### src/rtl/seq_det_pkg.sv
// Shared constants, types and the round-robin pick function for the seq_det_arbiter block.
// The optional per-channel match counters are enabled with SEQ_MATCH_COUNT_EN.
package seq_det_pkg;

  localparam int PLEN_DEF = 4;
  localparam logic [PLEN_DEF-1:0] PATTERN_DEF = 4'b1011;
  localparam int CNT_W = 8;
  localparam int MAX_N = 16;
  localparam int IDX_W = 4;

  typedef struct packed {
    logic             found;
    logic [IDX_W-1:0] idx;
  } rr_pick_t;

  // First set bit of req at or after ptr, wrapping at n (n <= MAX_N, ptr < n).
  function automatic rr_pick_t rr_pick(input logic [MAX_N-1:0] req,
                                       input logic [IDX_W-1:0] ptr,
                                       input int n);
    rr_pick_t res;
    logic [IDX_W:0] c;
    res = '0;
    for (int k = 0; k < MAX_N; k++) begin
      c = {1'b0, ptr} + (IDX_W+1)'(k);
      if (c >= (IDX_W+1)'(n)) c = c - (IDX_W+1)'(n);
      if ((k < n) && !res.found && req[c[IDX_W-1:0]]) begin
        res.found = 1'b1;
        res.idx   = c[IDX_W-1:0];
      end
    end
    return res;
  endfunction

endpackage

### src/rtl/seq_det_rr_arb.sv
// One-hot round-robin arbiter: combinational pick from the request vector and a
// registered rotating priority pointer that advances past each winner.
module seq_det_rr_arb
  import seq_det_pkg::*;
#(
  parameter int N = 4
) (
  input  logic                 clk,
  input  logic                 reset_n,
  input  logic [N-1:0]         req_i,
  output logic [N-1:0]         grant_o,
  output logic [$clog2(N)-1:0] winner_o,
  output logic                 found_o
);

  localparam int PW = $clog2(N);
  localparam logic [PW-1:0] LAST = PW'(N-1);

  logic [PW-1:0] ptr_q, ptr_d;
  rr_pick_t      pick;

  always_comb begin
    pick = rr_pick(MAX_N'(req_i), IDX_W'(ptr_q), N);
  end

  assign found_o  = pick.found;
  assign winner_o = pick.idx[PW-1:0];

  always_comb begin
    grant_o = '0;
    for (int i = 0; i < N; i++) begin
      grant_o[i] = pick.found && (pick.idx == IDX_W'(i));
    end
  end

  always_comb begin
    ptr_d = ptr_q;
    if (pick.found) ptr_d = (winner_o == LAST) ? '0 : winner_o + 1'b1;
  end

  always_ff @(posedge clk or negedge reset_n) begin
    if (!reset_n) ptr_q <= '0;
    else          ptr_q <= ptr_d;
  end

endmodule

### src/rtl/seq_det_arbiter.sv
// Round-robin shared serial pattern detector for N bit-serial channels.
// Define SEQ_MATCH_COUNT_EN to add per-channel saturating match counters on match_cnt.
module seq_det_arbiter
  import seq_det_pkg::*;
#(
  parameter int N = 4,
  parameter int PLEN = PLEN_DEF,
  parameter logic [PLEN-1:0] PATTERN = PATTERN_DEF
) (
  input  logic                 clk,
  input  logic                 reset_n,
  input  logic [N-1:0]         req,
  input  logic [N-1:0]         bit_in,
  input  logic [N-1:0]         clear_ch,
  output logic [N-1:0]         grant,
  output logic                 match_valid,
  output logic [$clog2(N)-1:0] match_ch
`ifdef SEQ_MATCH_COUNT_EN
  ,
  output logic [N*CNT_W-1:0]   match_cnt
`endif
);

  localparam int PW = $clog2(N);
  localparam int FW = $clog2(PLEN+1);
  localparam logic [FW-1:0] FILL_FULL = FW'(PLEN);

  function automatic logic [FW-1:0] fill_inc(input logic [FW-1:0] f);
    return (f == FILL_FULL) ? f : f + 1'b1;
  endfunction

  logic [N-1:0]    eff_req;
  logic [PW-1:0]   win;
  logic            win_vld;

  logic [PLEN-1:0] hist_q [N];
  logic [PLEN-1:0] hist_d [N];
  logic [FW-1:0]   fill_q [N];
  logic [FW-1:0]   fill_d [N];
  logic [PLEN-1:0] new_hist;
  logic [FW-1:0]   new_fill;
  logic            hit;

  logic            match_valid_q;
  logic [PW-1:0]   match_ch_q;

  // Clear beats request; holding reset also suppresses grant combinationally.
  assign eff_req = req & ~clear_ch & {N{reset_n}};

  seq_det_rr_arb #(.N(N)) u_arb (
    .clk      (clk),
    .reset_n  (reset_n),
    .req_i    (eff_req),
    .grant_o  (grant),
    .winner_o (win),
    .found_o  (win_vld)
  );

  always_comb begin
    hist_d   = hist_q;
    fill_d   = fill_q;
    new_hist = '0;
    new_fill = '0;
    hit      = 1'b0;
    for (int i = 0; i < N; i++) begin
      if (clear_ch[i]) begin
        hist_d[i] = '0;
        fill_d[i] = '0;
      end
    end
    if (win_vld) begin
      new_hist    = {hist_q[win][PLEN-2:0], bit_in[win]};
      new_fill    = fill_inc(fill_q[win]);
      hist_d[win] = new_hist;
      fill_d[win] = new_fill;
      // Fill gating keeps an all-zero PATTERN from firing on reset history.
      hit         = (new_hist == PATTERN) && (new_fill == FILL_FULL);
    end
  end

  always_ff @(posedge clk or negedge reset_n) begin
    if (!reset_n) begin
      for (int i = 0; i < N; i++) begin
        hist_q[i] <= '0;
        fill_q[i] <= '0;
      end
    end else begin
      hist_q <= hist_d;
      fill_q <= fill_d;
    end
  end

  always_ff @(posedge clk or negedge reset_n) begin
    if (!reset_n) begin
      match_valid_q <= 1'b0;
      match_ch_q    <= '0;
    end else begin
      match_valid_q <= hit;
      if (hit) match_ch_q <= win;
    end
  end

  assign match_valid = match_valid_q;
  assign match_ch    = match_ch_q;

`ifdef SEQ_MATCH_COUNT_EN
  function automatic logic [CNT_W-1:0] cnt_inc(input logic [CNT_W-1:0] c);
    return (c == {CNT_W{1'b1}}) ? c : c + 1'b1;
  endfunction

  logic [CNT_W-1:0] cnt_q [N];
  logic [CNT_W-1:0] cnt_d [N];

  always_comb begin
    cnt_d = cnt_q;
    for (int i = 0; i < N; i++) begin
      if (clear_ch[i]) cnt_d[i] = '0;
    end
    if (hit) cnt_d[win] = cnt_inc(cnt_q[win]);
  end

  always_ff @(posedge clk or negedge reset_n) begin
    if (!reset_n) begin
      for (int i = 0; i < N; i++) cnt_q[i] <= '0;
    end else begin
      cnt_q <= cnt_d;
    end
  end

  always_comb begin
    match_cnt = '0;
    for (int i = 0; i < N; i++) match_cnt[i*CNT_W +: CNT_W] = cnt_q[i];
  end
`endif

endmodule

### config.mk
export PLATFORM = sky130hd
export DESIGN_NAME = seq_det_arbiter
export DESIGN_NICKNAME = d
export VERILOG_FILES = /design/src/rtl/seq_det_pkg.sv /design/src/rtl/seq_det_rr_arb.sv /design/src/rtl/seq_det_arbiter.sv
export SDC_FILE = /design/constraint.sdc
export NUM_CORES = 1
export LEC_CHECK = 0
export CAP_MARGIN = 10
export CORE_ASPECT_RATIO = 0.6
export CORE_MARGIN = 10
export CORE_UTILIZATION = 45
export CTS_BUF_LIST = sky130_fd_sc_hd__clkbuf_2
export DETAILED_ROUTE_END_ITERATION = 10
export GPL_ROUTABILITY_DRIVEN = 0
export MAX_ROUTING_LAYER = met4
export PLACE_DENSITY = 0.66
export SYNTH_ARGS = -nofsm -noshare
export SYNTH_HDL_FRONTEND = slang
export SYNTH_SLANG_ARGS = --single-unit
### constraint.sdc
create_clock -name clk -period 4.25 [get_ports clk]
set_input_delay 1.0625 -clock clk [delete_from_list [all_inputs] [get_ports clk]]
set_output_delay 1.0625 -clock clk [all_outputs]
set_load 0.05 [all_outputs]
==> results.toml, run 1 <==
[cells_and_area]
diodes = 0
nets = 273
layout_commonest_cell = "buf_4"
area_growth_pct = 36.9
layout-drive-gt1-share_pct = 37.2
most-common-layout-cells = "buf_4, dfrtp_1, o21ai_0"

[floorplan]
dieArea_sq_um = 7430
initial_core_util_pct = 46.8
die_y_um = 70.9
fp.coreArea_sq_um = 4140
rows = 18
die_w_um = 105
io_pins = 21

[pwr]
p_per_area_nw_per_um2 = 629
peakVddDrop_uv = 572
power.leakage_nw = 1.26

[clock_tree]
cts.clk_slew.worst_paths_ns = 0.13
cts_tree = "yes"
clockRootBuffer = "clkbuf_2"
numCtsBuffers = 5
h-tree-depth = 2
holdBufCountCts = 0
cts_sinks = 29
clock_latency_ns = 0.37
clockBufferDepth = 2

[grt]
antenna_found_initial = 0
grtUsageTotal_pct = 16.0
grt_pass1_wl_um = 9210
gr-total-overflow = 0
grt_max_degree = 15
grt_pass1_vias = 1772

[logic_synthesis]
synth_cells = 183
syn-num-nets = 206
synthArstFlopShare_pct = 100
synth_area_per_cell_sq_um = 10.6
synth_top_flop_cell = "dfrtp_1"
ys_seq_elements = 29
ys_seq_area_share_pct = 37.4
yosysWarnings = 0
synth_edf_count = 0
ys_types = 43
netlist_area_sq_um = 1940

[placed_design]
port_buffers = 20
dp_hpwl_um = 4300

[sta]
slew_headroom_pct = 66.4
fmax_mhz = 240
hold_viol_final = 0
setup_violations = 0
setup_tns_ns = 0
clock_skew_ns = 0.0223
fin_crit_ns = 4.17
rsz0062_at_grt = "false"
drv_slew = 0
worst_hold_slack_ns = 0.526
fin_crit_sh_pct = 98.1
tightest_slew_ns = 0.503

[critical_path]
worstPathMaxFanout = 4
slowest_delay_ns = 0.49
critPathKind = "in -> out"
critical_path.endpoint = "grant[0]"
rr_startpoint = "u_arb.ptr_q[1]"
crit_path_start = "clear_ch[1]"
r2r-end = "match_ch[0]"
slowest_stage = "mux4_2"
arrival_ns = 3.11
cp_cell_sequence = "dlygate4sd2_1 > nand2b_4 > mux4_2 > nand2b_4 > o21ai_4 > a31oi_4 > buf_6 > ha_1 > nand2_2 > inv_2 > buf_8"
cp.required_ns = 3.19
ff2ff_path_depth = 16
end_kind = "output port"
worst_path_most_repeated_cell = "nand2b_4"
worstSetupStartpointType = "primary input"
reg2reg_slack_ns = 0.29

[detailed_routing]
routed_wl_um = 5710
drtIter0Drc = 143
drc_errors = 0
dr.pass1.iters = 4
drtAntennaViolNets = 0
wl_per_cell_um = 18.4
via_count = 1739
vias_per_cell = 5.61

[min_path]
min_path_type = "reg -> reg"

[flow_run]
maxCapViolations = 0

[status]
outcome = "completed"
## worst max-delay path: cells and delay by family
kind | cells | cell delay (ns)
adder cells (fa/ha/maj) | 1 | 0.20
multiplexers | 1 | 0.49
buffers and inverters | 4 | 0.61
AO/OA/AOI/OAI | 2 | 0.31
AND/OR/NAND/NOR | 3 | 0.43
## kinds of logic (layout without fill, tap and decap cells)
group / Yosys count / in the layout / synth area share [%]
xor+xnor: 1 / 1 / 0.838
simple gates: 59 / 59 / 20.8
fa+ha+maj: 9 / 9 / 5.80
compound gates: 49 / 49 / 17.6
buf+inv: 21 / 88 / 4.19
flops: 29 / 29 / 37.4
mux: 15 / 15 / 13.4
## Yosys cell counts (2+ instances only)
cell	instances	area share [%]
nand3b_1	25	9.7
inv_1	13	2.5
nor3b_1	2	0.77
nor2_1	2	0.39
mux2i_1	5	2.6
o211ai_1	2	0.77
clkbuf_1	4	0.77
nand2_1	12	2.3
mux4_2	3	3.5
o21ai_0	27	7.0
nor2b_1	2	0.64
dfrtp_1	29	37
a21oi_1	2	0.52
and3b_1	2	0.90
mux4_1	3	4.1
mux2_4	2	1.5
a211oi_1	3	1.2
o221ai_1	3	1.4
buf_2	2	0.52
o22ai_1	3	0.97
ha_1	9	5.8
and2_1	2	0.64
nand2b_1	6	1.9
## worst min-delay path by stage
stage | slack (ns) | start | cells after the start | end
2_1_floorplan | 0.47 | hist_q[4] | 2 | hist_q[4]
3_3_place_gp | 0.49 | hist_q[0] | 2 | hist_q[0]
3_5_place_dp | 0.50 | hist_q[12] | 2 | hist_q[12]
4_1_cts | 0.53 | match_ch[1] | 1 | match_ch[1]
5_1_grt | 0.56 | match_ch[0] | 1 | match_ch[0]
6_report | 0.53 | match_ch[1] | 1 | match_ch[1]
## repair_timing
| item | in CTS | in global routing |
|---|---|---|
| resized for setup | 27 | 7 |
| endpoints found under the hold margin | 0 | 0 |
| setup endpoints to repair | 4 | 6 |
| pin swaps | 5 | 4 |
| buffers inserted | 10 | 1 |
## area by class of cell
| class | instances | area (sq um) |
|---|---|---|
| Clock buffer | 6 | 30.0 |
| Clock inverter | 1 | 3.75 |
| Fill cell | 342 | 1490 |
| Inverter | 15 | 56.3 |
| Multi-Input combinational cell | 133 | 1190 |
| Sequential cell | 29 | 727 |
| Tap cell | 60 | 75.1 |
| Timing Repair Buffer | 66 | 576 |
## sequential cells by signal (all words and copies together) (netlist names)
signal       count
match_valid      1
u_arb.ptr_q      2
fill_q          12
match_ch         2
hist_q          12
## where the power goes
group          total (mW)  internal, mW  switching [mW]
sequential          0.377         0.334          0.0429
combinational        1.17         0.550           0.615
clock               0.129        0.0383          0.0911
## metrics by stage
stage | setup WS (ns) | area [sq um] | total power, mW | util, % | std cells
5_1_grt | 0.00597 | 2660 | 1.77 | 64.1 | 310
6_report | 0.0791 | 2660 | 1.67 | 64.1 | 310
4_1_cts | 0.0242 | 2630 | 1.61 | 63.4 | 309
2_1_floorplan | -0.00832 | 1940 | 0.961 | - | 183
3_5_place_dp | -0.350 | 2470 | 1.36 | 59.6 | 292
3_3_place_gp | -0.255 | 2470 | 1.34 | 59.6 | 292
## routing by layer
layer	vias to the layer above	global-route usage [%]	wire length (um)
met5	-	-	0
met4	0	3.64	87
met3	11	4.97	518
met2	71	22.5	2490
met1	853	21.6	2610
li1	804	-	-
Power figures use the tool's default switching activity.
==> inputs of run 2 (changes only) <==
--- a/config.mk
+++ b/config.mk
@@ -10,6 +10,7 @@
 export CORE_MARGIN = 10
 export CORE_UTILIZATION = 45
 export CTS_BUF_LIST = sky130_fd_sc_hd__clkbuf_2
+export CTS_CLUSTER_DIAMETER = 40
 export DETAILED_ROUTE_END_ITERATION = 10
 export GPL_ROUTABILITY_DRIVEN = 0
 export MAX_ROUTING_LAYER = met4
==> constraint.sdc (replaced) <==
create_clock -name clk -period 5.38 [get_ports clk]
set_input_delay 1.345 -clock clk [delete_from_list [all_inputs] [get_ports clk]]
set_output_delay 1.345 -clock clk [all_outputs]
set_load 0.05 [all_outputs]
==> results.toml, run 2 (synthesis gave the netlist of run 1 again) <==
[clock_tree]
cts.clk_slew.worst_paths_ns = 0.13
clock_latency_ns = 0.34
numCtsBuffers = 5
h-tree-depth = 2
postCtsSetupRepairBufs = 0
cts_sinks = 29
holdBufCountCts = 0
clockBufferDepth = 2
cts_tree = "yes"
clockRootBuffer = "clkbuf_2"
cts_resized = 0

[pwr]
power.total_mw = 1.09
p_per_area_nw_per_um2 = 460
peakVddDrop_uv = 262
power.leakage_nw = 1.08

[sta]
drv_slew = 0
fmax_mhz = 193
clock_skew_ns = 0.0184
slew_headroom_pct = 66.3
setup_violations = 0
fin_crit_ns = 5.19
setup_tns_ns = 0
tightest_slew_ns = 0.503
setup_ws_ns = 0.185
hold_viol_final = 0
fin_crit_sh_pct = 96.6
rsz0062_at_grt = "false"

[detailed_routing]
drc_errors = 0
routed_wl_um = 5110
wl_per_cell_um = 18.4
via_count = 1603
drtIter0Drc = 137
vias_per_cell = 5.77
dr.pass1.iters = 5
drtAntennaViolNets = 0

[critical_path]
arrival_ns = 3.85
end_kind = "output port"
critPathKind = "in -> out"
cp.required_ns = 4.03
worstSetupStartpointType = "primary input"
worstPathMaxFanout = 7

[grt]
gr-total-overflow = 0
grt_max_degree = 28
antenna_found_initial = 0
grt_pass1_wl_um = 8640
grt_pass1_vias = 1587
grtUsageTotal_pct = 14.8

[floorplan]
rows = 18
fp.coreArea_sq_um = 4140
dieArea_sq_um = 7430
io_pins = 21
initial_core_util_pct = 46.8
die_y_um = 70.9
die_w_um = 105

[cells_and_area]
most-common-layout-cells = "dfrtp_1, o21ai_0, nand3b_1"
layout-drive-gt1-share_pct = 18.3
nets = 241
top_regs = "fill_q (12), hist_q (12)"
area_growth_pct = 22.1
diodes = 0
layout_commonest_cell = "dfrtp_1"
fin_util_pct = 57.2

[status]
outcome = "completed"

[placed_design]
dp_slack_ns = 0.108
dp_hpwl_um = 3970
port_buffers = 20

[flow_run]
maxCapViolations = 0

[min_path]
min_path_type = "reg -> reg"
[run 2: changes by cell type in the layout (fill, tap and decap cells not counted), sizes merged]
cell	delta
dlymetal6s2s	-1
dlygate4sd2	-8
clkdlybuf4s50	+9
buf	-32
[run 2: final timing paths]
path / from / end / slack (ns) / cells past startpoint
min reg2reg: hist_q[9] / hist_q[9] / 0.53 / 2
min: hist_q[9] / hist_q[9] / 0.53 / 2
max in group asynchronous: reset_n / hist_q[1] / 3.79 / 2
min in group asynchronous: reset_n / fill_q[8] / 1.42 / 2
max reg2reg: u_arb.ptr_q[0] / match_ch[1] / 1.00 / 16
max: clear_ch[3] / grant[1] / 0.19 / 12
[run 2: through the flow]
step / cells / hold WS (ns) / instance area [sq um]
detailed placement: 271 / 0.497 / 2340
finish: 278 / 0.534 / 2370
global placement: 271 / 0.487 / 2340
global route: 278 / 0.563 / 2370
CTS: 278 / 0.533 / 2370
floorplan: 183 / 0.469 / 1940
[run 2: power by group]
group          internal, mW  switching, mW
Sequential            0.263         0.0414
Combinational         0.287          0.399
Clock                0.0304         0.0705
[run 2: critical path, cell delays in order]
cell,delay (ns)
clkdlybuf4s50_1,0.49
buf_4,0.16
and3b_1,0.18
o211ai_1,0.40
nand2_1,0.18
o21ai_4,0.25
a31oi_4,0.13
inv_1,0.18
ha_1,0.19
nand2_1,0.08
inv_1,0.08
buf_4,0.19
[run 2: final cells by class]
| class | instances | area (sq um) |
|---|---|---|
| clock buffers | 6 | 30.0 |
| clock inverters | 1 | 3.75 |
| fillers | 364 | 1770 |
| inverters | 15 | 56.3 |
| multi-input cells | 133 | 1130 |
| flip-flops and latches | 29 | 726 |
| well taps | 60 | 75.1 |
| repair buffers | 34 | 345 |
[run 2: per-layer routing]
metal	track usage, %	up-vias	share of wire [%]
met5	-	-	0
met4	2.73	0	0.82
met3	4.16	4	7.8
met2	21.3	60	44
met1	20.2	797	48
li1	-	742	-
==> RTL change 1 (settings of run 2) <==
`N` is set to 4 in 2 places; all go to 8.
--- a/src/rtl/seq_det_rr_arb.sv
+++ b/src/rtl/seq_det_rr_arb.sv
@@ -3,7 +3,7 @@
 module seq_det_rr_arb
   import seq_det_pkg::*;
 #(
-  parameter int N = 4
+  parameter int N = 8
 ) (
   input  logic                 clk,
   input  logic                 reset_n,
--- a/src/rtl/seq_det_arbiter.sv
+++ b/src/rtl/seq_det_arbiter.sv
@@ -3,7 +3,7 @@
 module seq_det_arbiter
   import seq_det_pkg::*;
 #(
-  parameter int N = 4,
+  parameter int N = 8,
   parameter int PLEN = PLEN_DEF,
   parameter logic [PLEN-1:0] PATTERN = PATTERN_DEF
 ) (
Interface: changed (5 resized); port bits go from 21 to 38. No check against the original RTL was run, so the function may have changed too.
==> RTL change 1 against run 2 <==
Final cell count grew to 2.8 times the old value; routed wire length rose to 3.2 times the old value; worst setup slack worse by 130 ps; cell area rose to 2.6 times the old value; sequential cell count rose by 26; area after synthesis grew 120%; maximum frequency shrank 2.4%; core utilization up 9.7 points.
Power is not shown: default switching activity piles up to over one toggle a cycle in this logic, so the estimate is an artifact.
==> RTL change 1: results <==
[outcome]
status = "complete, no violations"

[timing]
hold_ws_ps = 553.1
fin_skew_ps = 28.53
slew_headroom = 0.4296

[clock_tree]
clk_pin_slew_ps = 260
insertion_delay_ps = 490

[global_routing]
grt_pass1_vias = 4546
grtUsageTotal = 0.2344
grt_max_degree = 56
grt_pass1_wl_mm = 25.07

[finish]
largestRegisters = "fill_q: 24 flops, hist_q: 24 flops"
final_nets = 678
layout-drive-gt1-share = 0.3925

[worst_hold_path]
min-delay-start = "match_ch[2]$_DFFE_PN0P_"
hold-path-endpoint = "match_ch[2]$_DFFE_PN0P_"
hold_depth = 1

[synthesis]
ys_types = 68
synth_nets = 524
synth_commonest_cells = "dfrtp_1 (55), nor2_1 (47), nand2_1 (35), nand2b_1 (32), inv_1 (27)"
synthAdderAreaFrac = 0.03220
postSynth.asyncResetShare = 1.000
syn_inst = 487
yosysSeqAreaShare = 0.3220
synthTopCellsByArea = "dfrtp_1 (32%), nand2b_1 (4.7%), nor2_1 (4.1%)"

[place]
dpl.cell_count = 750
place_area_mm2 = 0.005697
dp_hpwl_mm = 12.08
dp_slack_ps = -772.3

[setup_path]
reg2reg_depth = 18
rr_startpoint = "u_arb.ptr_q[1]$_DFFE_PN0N_"
path_max_fanout = 6
rrSetupSlack_ps = 320

[routing]
wl_per_cell_um = 20.83
drt_iter0_markers = 514
RTL change 1: final cells by class:
class / count / area [um^2] / share of cell area
inverters: 29 / 118.9 / 0.01928
well taps: 130 / 162.7 / 0.02638
clock buffers: 6 / 30.03 / 0.004870
multi-input cells: 377 / 3034 / 0.4921
repair buffers: 173 / 1431 / 0.2321
flip-flops and latches: 55 / 1376 / 0.2232
clock inverters: 2 / 12.51 / 0.002029
RTL change 1: how the worst max path moves through the flow:
stage	start	endpoint	slack, ps	cells past startpoint
after floorplan	clear_ch[6]	grant[0]	-50	12
after global placement	clear_ch[1]	match_ch[1]$_DFFE_PN0P_	-620	16
after detailed placement	clear_ch[1]	match_ch[1]$_DFFE_PN0P_	-770	16
after CTS	req[0]	grant[6]	2	13
after global routing	req[3]	grant[0]	-30	14
final	clear_ch[6]	grant[7]	60	13
RTL change 1: repair_timing:
item / 4_1_cts / 5_1_grt
buffers inserted: 9 / 5
cloned: 0 / 0
pin swaps: 17 / 11
endpoints found under the setup margin: 19 / 26
resized for setup: 87 / 29
hold endpoints to repair: 0 / 0
RTL change 1: metal layers:
layer	track usage	wire length (um)	share of wire	up-vias
met2	0.3223	6486	0.40	275
met3	0.08511	2163	0.13	13
met4	0.03015	87	0.0054	0
met5	-	0	0	-
met1	0.3259	7344	0.46	2227
li1	-	-	-	2137
RTL change 1: worst max-delay path, stage by stage:
cell and delay, ps:
dlygate4sd2_1 240, buf_4 160, nand4b_1 310, a211oi_1 380, a31oi_1 90, a211oi_2 390, o311ai_4 130, a22oi_2 270
buf_12 170, ha_4 150, nand2_4 60, nor2_4 130, buf_12 140
==> RTL change 2 (config.mk and constraints of run 2) <==
Without the edit above. Add a define of `SEQ_MATCH_COUNT_EN`.
--- a/src/rtl/seq_det_arbiter.sv
+++ b/src/rtl/seq_det_arbiter.sv
@@ -1,5 +1,7 @@
 // Round-robin shared serial pattern detector for N bit-serial channels.
 // Define SEQ_MATCH_COUNT_EN to add per-channel saturating match counters on match_cnt.
+`define SEQ_MATCH_COUNT_EN
+
 module seq_det_arbiter
   import seq_det_pkg::*;
 #(
Behaviour (old outputs only; new: match_cnt): unchanged (equiv_simple and equiv_induct, registers matched by name and starting in step).
==> RTL change 2 against run 2 <==
Routed wire length increased to 2.9 times the old value; sequential power is 86% higher; count of clock-buffer cells in the layout is 3 higher; sequential cell count rose by 32; power is 110% higher; clock power grew to 3.5 times the old value; sequential share of layout area decreased by 3.3 points; worst setup slack got worse by 48 ps; area after synthesis increased by 130%; core utilization shrank 0.12 points; cell area up 140%; largest cell class unchanged.
==> RTL change 2: results <==
[global_routing]
met1_usage = 0.2941
grtUsageTotal = 0.2101
grtUsageMet3 = 0.06698
grt_pass1_wl_mm = 23.52

[clock_tree]
insertion_delay_ps = 560
clk_pin_slew_ps = 200
cts.htree.levels = 3
cts_buffers = 9

[setup_path]
worst_ep_arrival_time_ps = 3900
rrSetupSlack_ps = 620
critPathMaxStageDelay_ps = 540

[timing]
max_freq_mhz = 190.7
hold_ws_ps = 539.4
fin_skew_ps = 17.28

[routing]
drt_iter0_markers = 525
dr.pass1.iters = 7
vias = 4382
drt-total-wl_mm = 15.02

[power]
swShare = 0.4866
pwr-share-comb = 0.590
clockPowerShare = 0.159
peakVddDrop_mv = 0.2457
comb_power_mw = 1.33

[place]
numPortBuffers = 52
dp_slack_ps = -63.30

[finish]
final_nets = 608
n_antenna_cell = 0

[synthesis]
synth_commonest_cells = "dfrtp_1 (61), nand2_1 (55), o21ai_0 (41), mux2i_1 (36), nand3_1 (29)"
yosysSeqAreaShare = 0.3417
synth_nets = 525
ys_types = 73
synthTopCellsByArea = "dfrtp_1 (34%), mux2i_1 (8.1%), nand2_1 (4.6%)"

[outcome]
status = "complete, no violations"
RTL change 2: cell count changes in the layout (fill, tap and decap cells not counted), sizes merged, moves of 12 or more:
cell,change
nand3,+29
nand2b,+12
a21oi,+20
clkdlybuf4s50,+31
o21ai,+18
nor2,+16
nor2b,+13
mux2i,+30
buf,+33
dfrtp,+32
nand2,+47
RTL change 2: cell type report:
class | instances | area [um^2]
Multi-Input combinational cell | 396 | 2746
Fill cell | 862 | 4197
Timing Repair Buffer | 98 | 925.9
Inverter | 18 | 67.56
Clock buffer | 9 | 45.04
Tap cell | 135 | 168.9
Clock inverter | 7 | 97.59
Sequential cell | 61 | 1526
RTL change 2: worst paths after layout:
check | startpoint | end | depth (start not counted)
setup reg to reg | u_arb.ptr_q[1]$_DFFE_PN0N_ | match_cnt[27]$_DFF_PN0_ | 19
setup / recovery | req[3] | grant[3] | 10
hold / removal | hist_q[2]$_DFF_PN0_ | hist_q[2]$_DFF_PN0_ | 2
max in group asynchronous | reset_n | hist_q[14]$_DFF_PN0_ | 2
min in group asynchronous | reset_n | fill_q[11]$_DFF_PN0_ | 2
hold reg to reg | hist_q[2]$_DFF_PN0_ | hist_q[2]$_DFF_PN0_ | 2
RTL change 2: what timing repair did:
| item | 4_1_cts | 5_1_grt |
|---|---|---|
| buffers inserted | 0 | 3 |
| endpoints found under the setup margin | 0 | 2 |
| gates resized for setup | 0 | 0 |
RTL change 2: per-layer routing:
metal | up-vias | share of wire | wire (um)
li1 | 2015 | - | -
met1 | 2096 | 0.47 | 7049
met2 | 242 | 0.42 | 6299
met3 | 29 | 0.097 | 1461
met4 | 0 | 0.014 | 204
met5 | - | 0 | 0
RTL change 2: metrics by stage:
stage	setup TNS (ps)	instances
2_1_floorplan	0	501
3_3_place_gp	0	705
3_5_place_dp	-329.6	705
4_1_cts	0	721
5_1_grt	0	724
6_report	0	724
RTL change 2: worst register-to-register path, cell delays in order (launching register included):
cell and delay (ps):
dfrtp_1 570, inv_1 230, ha_1 440, or3b_1 400, a211oi_2 320, and3_1 230
nor2_1 60, nand2_1 100, inv_1 140, o211ai_1 130, and2_1 200, ha_1 210
nor2_1 50, and4_1 220, a311oi_2 240, o211ai_2 170, a2111oi_4 200, buf_4 270
nand2_4 150, mux2_1 350
RTL change 2: cells by family after synthesis:
kind of cell             Yosys count  share of synthesized area
AO/OA/AOI/OAI                    129                     0.2050
XOR/XNOR                           2                   0.003922
adder cells (fa/ha/maj)           10                    0.02801
buffers and inverters             44                    0.04341
flip-flops                        61                     0.3417
multiplexers                      50                     0.1160
AND/OR/NAND/NOR                  205                     0.2619
